## config.mk

```make
export PLATFORM = sky130hd
export DESIGN_NAME = pwm_fade_array
export DESIGN_NICKNAME = d
export VERILOG_FILES = /design/src/rtl/pwm_fade_array.sv
export SDC_FILE = /design/constraint.sdc
export NUM_CORES = 1
export LEC_CHECK = 0
export CORE_ASPECT_RATIO = 1.4
export CORE_MARGIN = 4
export CORE_UTILIZATION = 55
export DETAILED_ROUTE_END_ITERATION = 10
export PLACE_DENSITY = 0.71
export SYNTH_ARGS = -nofsm -noshare
export SYNTH_HDL_FRONTEND = slang
export SYNTH_HIERARCHICAL = 1
export SYNTH_SLANG_ARGS = --single-unit
export TNS_END_PERCENT = 1
```

## constraint.sdc

```tcl
create_clock -name clk -period 9.35 [get_ports clk]
set_input_delay 1.87 -clock clk [delete_from_list [all_inputs] [get_ports clk]]
set_output_delay 1.87 -clock clk [all_outputs]
set_load 0.01 [all_outputs]
```

## src/rtl/pwm_fade_array.sv

```systemverilog
// Multi-channel PWM LED driver: one shared period counter, per-channel duty
// with off/static/breathe/blink modes and period-boundary shadow loading.

module pwm_fade_lane #(
   parameter int CNT_W    = 16,
   parameter int INIT     = 1,
   parameter int DUTY_MIN = 1,
   parameter int DUTY_MAX = 14000,
   parameter int STEP     = 1,
   parameter bit ODD      = 1'b0
) (
   input  logic             clk,
   input  logic             rst_n,
   input  logic             out_en_i,
   input  logic [CNT_W-1:0] cnt_i,
   input  logic             load_i,
   input  logic             reload_i,
   input  logic             stat_ld_i,
   input  logic [CNT_W-1:0] stat_val_i,
   input  logic             blink_ld_i,
   input  logic             phase_i,
   input  logic             brth_ld_i,
   output logic             led_o
);
   localparam logic [CNT_W-1:0] INIT_C = CNT_W'(INIT);
   localparam logic [CNT_W-1:0] MIN_C  = CNT_W'(DUTY_MIN);
   localparam logic [CNT_W-1:0] MAX_C  = CNT_W'(DUTY_MAX);
   localparam logic [CNT_W-1:0] STEP_C = CNT_W'(STEP);
   localparam logic [CNT_W:0]   MIN_X  = (CNT_W+1)'(DUTY_MIN);
   localparam logic [CNT_W:0]   MAX_X  = (CNT_W+1)'(DUTY_MAX);
   localparam logic [CNT_W:0]   STEP_X = (CNT_W+1)'(STEP);

   logic [CNT_W-1:0] duty_q, duty_d, active_q;
   logic             dn_q, dn_d;
   logic             led_q;
   logic [CNT_W:0]   duty_x;

   assign duty_x = {1'b0, duty_q};

   // One extra bit on the ramp compares keeps the clamps free of wrap-around.
   always_comb begin
      duty_d = duty_q;
      dn_d   = dn_q;
      if (reload_i) begin
         duty_d = INIT_C;
         dn_d   = 1'b0;
      end else if (stat_ld_i) begin
         duty_d = stat_val_i;
      end else if (blink_ld_i) begin
         duty_d = (phase_i ^ ODD) ? MIN_C : MAX_C;
      end else if (brth_ld_i) begin
         if (!dn_q) begin
            if (duty_x + STEP_X >= MAX_X) begin
               duty_d = MAX_C;
               dn_d   = 1'b1;
            end else begin
               duty_d = duty_q + STEP_C;
            end
         end else begin
            if (duty_x <= MIN_X + STEP_X) begin
               duty_d = MIN_C;
               dn_d   = 1'b0;
            end else begin
               duty_d = duty_q - STEP_C;
            end
         end
      end
   end

   always_ff @(posedge clk or negedge rst_n) begin
      if (!rst_n) begin
         duty_q   <= INIT_C;
         active_q <= INIT_C;
         dn_q     <= 1'b0;
         led_q    <= 1'b0;
      end else begin
         duty_q <= duty_d;
         dn_q   <= dn_d;
         if (load_i) active_q <= duty_q;
         led_q <= out_en_i && (cnt_i < active_q);
      end
   end

   assign led_o = led_q;
endmodule

module pwm_fade_array #(
   parameter int N_CH       = 8,
   parameter int CNT_W      = 16,
   parameter int CLK_FREQ   = 25_000_000,
   parameter int PWM_FREQ   = 1_250,
   parameter int STEP_TICKS = 3_125_000,
   parameter int DUTY_MIN   = 1,
   parameter int DUTY_MAX   = (CLK_FREQ / PWM_FREQ) * 7 / 10,
   parameter int STEP       = 1
) (
   input  logic             clk,
   input  logic             rst_n,
   input  logic             enable,
   input  logic [1:0]       mode,
   input  logic [CNT_W-1:0] static_duty,
   output logic [N_CH-1:0]  leds,
   output logic             pwm_sync
);
   localparam int               PERIOD    = CLK_FREQ / PWM_FREQ;
   localparam int               TICK_W    = (STEP_TICKS > 1) ? $clog2(STEP_TICKS) : 1;
   localparam logic [CNT_W-1:0] PER_C     = CNT_W'(PERIOD);
   localparam logic [CNT_W-1:0] PER_LAST  = CNT_W'(PERIOD - 1);
   localparam logic [TICK_W-1:0] TICK_LAST = TICK_W'(STEP_TICKS - 1);
   localparam int               STAGGER   = (DUTY_MAX - DUTY_MIN) / N_CH;

   logic [CNT_W-1:0]  cnt_q, cnt_d;
   logic [TICK_W-1:0] tick_q, tick_d;
   logic [1:0]        mode_q, mode_d;
   logic              phase_q, phase_d;
   logic              sync_q;
   logic              tick, load, entry, out_en;
   logic [CNT_W-1:0]  stat_val;
   logic [N_CH-1:0]   led_w;

   assign tick     = enable && (tick_q == TICK_LAST);
   assign load     = enable && (cnt_q == PER_LAST);
   assign entry    = enable && (mode == 2'd2) && (mode_q != 2'd2);
   assign out_en   = enable && (mode != 2'd0);
   assign stat_val = (static_duty > PER_C) ? PER_C : static_duty;

   always_comb begin
      cnt_d   = cnt_q;
      tick_d  = tick_q;
      mode_d  = mode_q;
      phase_d = phase_q;
      if (enable) begin
         cnt_d  = (cnt_q == PER_LAST) ? '0 : cnt_q + 1'b1;
         tick_d = tick ? '0 : tick_q + 1'b1;
         mode_d = mode;
         if (tick && mode == 2'd3) phase_d = ~phase_q;
      end
   end

   always_ff @(posedge clk or negedge rst_n) begin
      if (!rst_n) begin
         cnt_q   <= '0;
         tick_q  <= '0;
         mode_q  <= 2'd0;
         phase_q <= 1'b0;
         sync_q  <= 1'b0;
      end else begin
         cnt_q   <= cnt_d;
         tick_q  <= tick_d;
         mode_q  <= mode_d;
         phase_q <= phase_d;
         sync_q  <= enable && (cnt_q == '0);
      end
   end

   for (genvar g = 0; g < N_CH; g++) begin : g_lane
      pwm_fade_lane #(
         .CNT_W    (CNT_W),
         .INIT     (DUTY_MIN + g * STAGGER),
         .DUTY_MIN (DUTY_MIN),
         .DUTY_MAX (DUTY_MAX),
         .STEP     (STEP),
         .ODD      ((g % 2) == 1)
      ) u_lane (
         .clk        (clk),
         .rst_n      (rst_n),
         .out_en_i   (out_en),
         .cnt_i      (cnt_q),
         .load_i     (load),
         .reload_i   (entry),
         .stat_ld_i  (enable && mode == 2'd1),
         .stat_val_i (stat_val),
         .blink_ld_i (tick && mode == 2'd3),
         .phase_i    (phase_d),
         .brth_ld_i  (tick && mode == 2'd2),
         .led_o      (led_w[g])
      );
   end

   assign leds     = led_w;
   assign pwm_sync = sync_q;
endmodule

```

==> metrics.md, run 1 <==
| Metric | Value |
|---|---|
| Num CTS Buffers | `37` |
| Period utilization | `65.8%` |
| Status | `complete, no violations` |
| Mapped Cells | `3207` |
| GRT Total Usage | `33.6%` |
| Synth top area cells | `dfrtp_1 (21%), dfstp_2 (10%), ha_1 (7.2%)` |
| Die ar. | `0.0502 mm2` |
| Vias per Instance | `6.73` |
| Crit-path slowest cell | `clkdlybuf4s50_1` |
| Worst slew margin | `14.8%` |
| Min cycle time layout | `6.15 ns` |
| Area share of the largest cell type after synthesis | `20.7%` |
| HP Class | `flop to flop` |
| Cell Rows | `93` |
| Final hold violation count | `0` |
| Power per Cell Area | `176 mW/mm2` |
| Critical path type | `primary input to flop` |
| Sequential area share after synthesis | `31.1%` |
| Antenna cells | `0` |
| Total number of vias | `25300` |
| Max Clock Freq | `163 MHz` |
| Count of cell types in the netlist | `120` |
| Port buffer count | `29` |
| Startpoint Class | `primary input` |
| Setup TNS | `0 ns` |
| DR WL/cell | `23.0 um` |
| Worst setup EP type | `flop` |
| Initial Util | `55.7%` |
| Post-synth EDFFs | `0` |
| Reg2reg path depth | `13` |
| Largest net degree at the start of global routing | `187` |
| Layout cell share with drive strength beyond 1 | `10.8%` |
| IO Pins | `30` |
| WP data arrival | `6.64 ns` |
| Clock-pin slew on the worst setup and hold paths | `0.06 ns` |
| Final wirelength | `86400 um` |
| Xor/xnor cell area share of the yosys netlist | `4.78%` |
| Clock tree root driver cell | `clkbuf_16` |
| RSZ-0062 raised after global routing | `no` |
| Number of cells on the critical path | `13` |
| Skew-Pair Late Insertion Delay | `0.55 ns` |
| Initial antenna violation count | `1` |
| Syn. warnings | `6` |
| Largest family of logic cells by synthesized area | `compound AO/OA/AOI/OAI gates` |
| Cts hold-fix bufs | `0` |
| CP delay by family, top | `simple AND/OR/NAND/NOR gates` |
| Sink Count | `314` |
| Final setup violation count | `0` |
| Vert. Die Dim | `264 um` |
| Worst path max stage delay | `0.89 ns` |
| Most common cell on crit path | `buf_4` |
| First-pass GRT wire length | `136000 um` |
| Placed Area | `0.0261 mm2` |
| 1st-iter DRT viols | `2513` |
| H-tree Lvls | `2` |
| CP Cell Sequence | `clkdlybuf4s50_1 > nand3_2 > nand2b_1 > nor4_2 > buf_4 > and3b_2 > buf_4 > nor2_1 > or2_2 > a211oi_1 > o21ai_1 > a31oi_1 > a221o_1` |
| Multiplexer area fraction after synthesis | `1.25%` |
| CP bufs+invs | `3` |
| Top post-synthesis cells by count | `nand2_1 (342), o21ai_0 (277), inv_1 (219)` |
| Adder-cell share of the synthesized area | `7.17%` |
| Fin nets | `3278` |
| Die width | `191 um` |
| Yosys reg bits | `314` |
| Static Leak | `0.0118 uW` |
| Ys flop type | `dfrtp_1` |
| Initial DRT Pass Iterations | `8` |
| GR Overflow Total | `0` |
| Max Cap Viol | `0` |
| Worst vdd ir | `0.126 mV` |
| Worst Setup EP | `g_lane[7].u_lane/duty_q[0]` |
| # fillers | `4223` |
| Mapped cell area | `0.0257 mm2` |
| Final Util | `59.5%` |
| CTS tree | `yes` |
| Final Max Slew Viols | `0` |
| Post_cts resized | `0` |
| Routability cong. | `0.990` |
| Asr flop ratio synth | `100%` |
| CP Launch Point | `enable` |
| Crit path required time | `9.84 ns` |
| Clock Path Buffers | `3` |
| Routed Antenna Nets | `0` |
| CP max FO | `33` |
| Critical R2R Capture | `g_lane[7].u_lane/duty_q[0]` |
| Cell taking the most area after synthesis | `dfrtp_1` |
| Compound-cell area share of the yosys netlist | `24.6%` |
| Post-Synth Simple-Gate Area | `24.0%` |
| Syn Area/Cell | `8.00 um2` |
| Worst slew pin tran | `1.27 ns` |
| Drc violations | `0` |
| Non-Filler Cell Area, Final | `0.0274 mm2` |
| Vias in the first global route | `24700` |
| Most frequent cell after synthesis | `nand2_1` |
| Reg-to-reg slack, setup | `4.85 ns` |
| Core Footprint | `0.0461 mm2` |
| Layout Skew | `0.0216 ns` |
| Worst r2r src | `tick_q[0]` |
| Post-CTS Setup Inserts | `0` |
| Dpl hpwl | `58700 um` |
| P&R area growth vs syn | `6.92%` |
worst min path at each step:
| stage | startpoint | endpoint | cells after the start |
|---|---|---|---|
| floorplan | tick_q[20] | tick_q[20] | 1 |
| global placement | mode_q[1] | mode_q[1] | 1 |
| detailed placement | g_lane[2].u_lane/active_q[5] | g_lane[2].u_lane/active_q[5] | 2 |
| CTS | g_lane[2].u_lane/active_q[11] | g_lane[2].u_lane/active_q[11] | 2 |
| global route | g_lane[4].u_lane/active_q[6] | g_lane[4].u_lane/active_q[6] | 2 |
| finish | mode_q[1] | mode_q[1] | 1 |
cells by family (layout without fill, tap and decap cells):
| group | Yosys count | in the layout |
|---|---|---|
| buffers and inverters | 433 | 358 |
| AND/OR/NAND/NOR | 1179 | 1179 |
| other | 1 | 8 |
| flip-flops | 314 | 314 |
| XOR/XNOR | 140 | 140 |
| multiplexers | 29 | 29 |
| AO/OA/AOI/OAI | 964 | 964 |
| adder cells (fa/ha/maj) | 147 | 147 |
cell type report:
cell class / count / area (um2) / area share [%]
clock buffers: 53 / 1130 / 4.11
clock inverters: 15 / 188 / 0.684
inverters: 221 / 830 / 3.02
multi-input cells: 2467 / 15900 / 58.0
flip-flops and latches: 314 / 7990 / 29.1
well taps: 617 / 772 / 2.81
repair buffers: 69 / 621 / 2.26
layout by cell type (no fill, tap or decap), types with 83 or more instances in the layout:
cell,netlist,layout
dfrtp_1,212,212
nor3_1,96,96
nand2_1,342,342
nor2_1,217,217
ha_1,147,147
dfstp_2,102,102
inv_1,219,219
o21ai_0,277,277
a21oi_1,197,197
nand3_1,116,116
xnor2_1,83,83
metrics by stage:
| step | cells | hold WS (ns) | total power (uW) | worst slack [ns] |
|---|---|---|---|---|
| floorplan | 3214 | 0.464 | 2770 | 3.69 |
| global placement | 3688 | 0.484 | 3180 | 2.84 |
| detailed placement | 3688 | 0.496 | 3220 | 2.78 |
| CTS | 3756 | 0.508 | 4800 | 3.26 |
| global route | 3756 | 0.529 | 5040 | 2.85 |
| finish | 3756 | 0.502 | 4820 | 3.20 |
sequential cells by signal, indices dropped and copies added (netlist names):
register / count
mode_q: 2
g_lane.u_lane/active_q: 128
pwm_sync: 1
g_lane.u_lane/led_o: 8
g_lane.u_lane/dn_q: 8
tick_q: 22
phase_q: 1
g_lane.u_lane/duty_q: 128
cnt_q: 16
worst register-to-register path: stages, from the launching register on:
cell,delay [ns]
dfrtp_1,0.43
ha_1,0.23
nand3_2,0.11
nand2b_1,0.21
nor4_2,0.37
buf_4,0.29
and3b_2,0.71
buf_4,0.40
nor2_1,0.10
or2_2,0.34
a211oi_1,0.80
o21ai_1,0.14
a31oi_1,0.20
a221o_1,0.13
report_power, final:
group	total, uW	internal [uW]	leakage [uW]	switching [uW]
combinational	1270	503	0.00759	763
clock	1580	954	0.000650	622
sequential	1970	1520	0.00355	450
per-layer routing:
| metal | wire length [um] | share of wire, % | GRT usage (%) | vias up |
|---|---|---|---|---|
| met5 | 0 | 0 | 0 | - |
| met4 | 5870 | 6.8 | 20.1 | 0 |
| met3 | 6350 | 7.4 | 4.32 | 361 |
| met2 | 41300 | 48 | 55.9 | 1268 |
| met1 | 32900 | 38 | 41.4 | 12200 |
| li1 | - | - | - | 11500 |
No activity file was read; power rests on OpenSTA's default activity.
==> run 2: changes to the inputs <==
==> constraint.sdc (replaced) <==
create_clock -name clk -period 5.78 [get_ports clk]
set_input_delay 1.156 -clock clk [delete_from_list [all_inputs] [get_ports clk]]
set_output_delay 1.156 -clock clk [all_outputs]
set_load 0.01 [all_outputs]
==> run 2 against run 1 <==
  * Critical path depth shrank 1
  * Largest cell class unchanged
  * Power is 63% higher
  * Cell area grew 0.68%
  * Wire length grew 2.2%
  * Hold slack hardly changed
  * Highest routed layer is now met5
  * Utilization is 0.41 points higher
  * Cell count is 0.48% higher
  * Via count rose by 0.33%
  * Sequential share of layout area decreased by 0.20 points
==> metrics.md, run 2 (synthesized netlist as in run 1, its figures left out) <==
| Metric | Value |
|---|---|
| HP Class | `flop to flop` |
| Min cycle time layout | `4.18 ns` |
| Cts hold-fix bufs | `0` |
| Period utilization | `72.3%` |
| Max Cap Viol | `0` |
| RSZ-0062 raised after global routing | `no` |
| Core Footprint | `0.0461 mm2` |
| P&R area growth vs syn | `7.66%` |
| Post_cts resized | `0` |
| Cell Rows | `93` |
| Vert. Die Dim | `264 um` |
| Total number of vias | `25400` |
| Dpl hpwl | `61100 um` |
| Most frequent cells in the layout | `nand2_1 (342), o21ai_0 (277), inv_1 (219)` |
| Skew-Pair Late Insertion Delay | `0.57 ns` |
| Biggest regs | `g_lane.u_lane/active_q x128, g_lane.u_lane/duty_q x128, tick_q x22` |
| Post-CTS Setup Inserts | `0` |
| CP max FO | `18` |
| Port buffer count | `29` |
| Routed Antenna Nets | `0` |
| Clock-pin slew on the worst setup and hold paths | `0.07 ns` |
| CP Launch Point | `enable` |
| 1st-iter DRT viols | `2154` |
| Commonest non-fill, non-tap cell in the layout | `nand2_1` |
| Worst slew pin tran | `1.20 ns` |
| Final hold violation count | `0` |
| Num CTS Buffers | `37` |
| Status | `complete, no violations` |
| Worst r2r src | `tick_q[4]` |
| Critical path type | `primary input to flop` |
| DR WL/cell | `23.4 um` |
| Final Max Slew Viols | `0` |
| Initial antenna violation count | `2` |
| Worst setup EP type | `flop` |
| Worst vdd ir | `0.259 mV` |
| IO Pins | `30` |
| Initial DRT Pass Iterations | `6` |
| Sink Count | `314` |
| WP data arrival | `4.68 ns` |
| CTS tree | `yes` |
| Critical R2R Capture | `g_lane[5].u_lane/duty_q[0]` |
| Power per Cell Area | `284 mW/mm2` |
| GR Overflow Total | `0` |
| Drc violations | `0` |
| Crit path required time | `6.28 ns` |
| Die width | `191 um` |
| Final Util | `59.9%` |
| Initial Util | `55.7%` |
| Layout Skew | `0.0242 ns` |
| Setup TNS | `0 ns` |
| Layout cell share with drive strength beyond 1 | `11.1%` |
| Worst slew margin | `20.1%` |
| Clock tree root driver cell | `clkbuf_16` |
| Final setup violation count | `0` |
| First-pass GRT wire length | `137000 um` |
| Die ar. | `0.0502 mm2` |
| Startpoint Class | `primary input` |
| Reg2reg path depth | `11` |
| Static Leak | `0.0119 uW` |
| Largest net degree at the start of global routing | `123` |
| Vias in the first global route | `24700` |
| GRT Total Usage | `34.0%` |
| Final wirelength | `88400 um` |
| Clock Path Buffers | `3` |
| Reg-to-reg slack, setup | `2.02 ns` |
| Routability cong. | `1.00` |
| Vias per Instance | `6.72` |
| Worst Setup EP | `g_lane[5].u_lane/duty_q[0]` |
| H-tree Lvls | `2` |
| Max Clock Freq | `239 MHz` |
| Fin nets | `3295` |
==> run 2: changes by cell type in the layout (fill, tap and decap cells not counted) <==
cell        change
buf_4          +13
clkinv_2        -5
bufinv_16       +1
clkbuf_8        -1
clkbuf_1        +6
buf_12          +4
diode_2         +1
clkinv_4        +1
clkinvlp_4      -2
==> run 2: worst min path at each step <==
stage,start,endpoint,slack [ns],cells past startpoint
6_report,mode_q[1],mode_q[1],0.50,1
5_1_grt,g_lane[7].u_lane/active_q[6],g_lane[7].u_lane/active_q[6],0.52,2
4_1_cts,mode_q[1],mode_q[1],0.50,1
3_5_place_dp,mode_q[1],mode_q[1],0.49,1
3_3_place_gp,mode_q[1],mode_q[1],0.48,1
2_1_floorplan,tick_q[20],tick_q[20],0.46,1
==> run 2: stage by stage <==
stage	worst slack (ns)	hold slack [ns]	cell area, um2	std cells	power [uW]
final	1.60	0.502	27600	3774	7850
after global routing	1.49	0.518	27600	3774	8220
after CTS	1.67	0.503	27600	3773	7840
after detailed placement	1.07	0.490	26300	3705	5220
after global placement	1.17	0.483	26300	3705	5170
after floorplan	0.836	0.464	25700	3214	4490
==> run 2: routing by layer <==
| metal | wire [um] | GRT usage (%) |
|---|---|---|
| met5 | 25 | 0 |
| met4 | 6470 | 21.8 |
| met3 | 6910 | 5.46 |
| met2 | 41500 | 55.3 |
| met1 | 33500 | 41.6 |
==> run 2: power by group <==
group | switching (uW) | internal (uW)
combinational | 1240 | 819
sequential | 741 | 2470
clock | 1010 | 1580
total | 2990 | 4870
==> run 2: area by class of cell <==
| class | instances | area (um2) |
|---|---|---|
| Multi-Input combinational cell | 2467 | 15900 |
| Clock inverter | 10 | 186 |
| Fill cell | 4277 | 18500 |
| Tap cell | 617 | 772 |
| Antenna cell | 1 | 2.50 |
| Inverter | 221 | 830 |
| Sequential cell | 314 | 7990 |
| Clock buffer | 58 | 1140 |
| Timing Repair Buffer | 86 | 798 |
==> run 2: worst max-delay path, cell delays in order <==
cell and delay [ns]:
clkdlybuf4s50_1 0.51, nand3_2 0.12, nand2b_1 0.20, nor4_2 0.38, and3_2 0.55, buf_4 0.34, or2_2 0.21, o21bai_1 0.20
a211oi_1 0.56, o21ai_0 0.17, a21oi_1 0.15, a221o_1 0.13
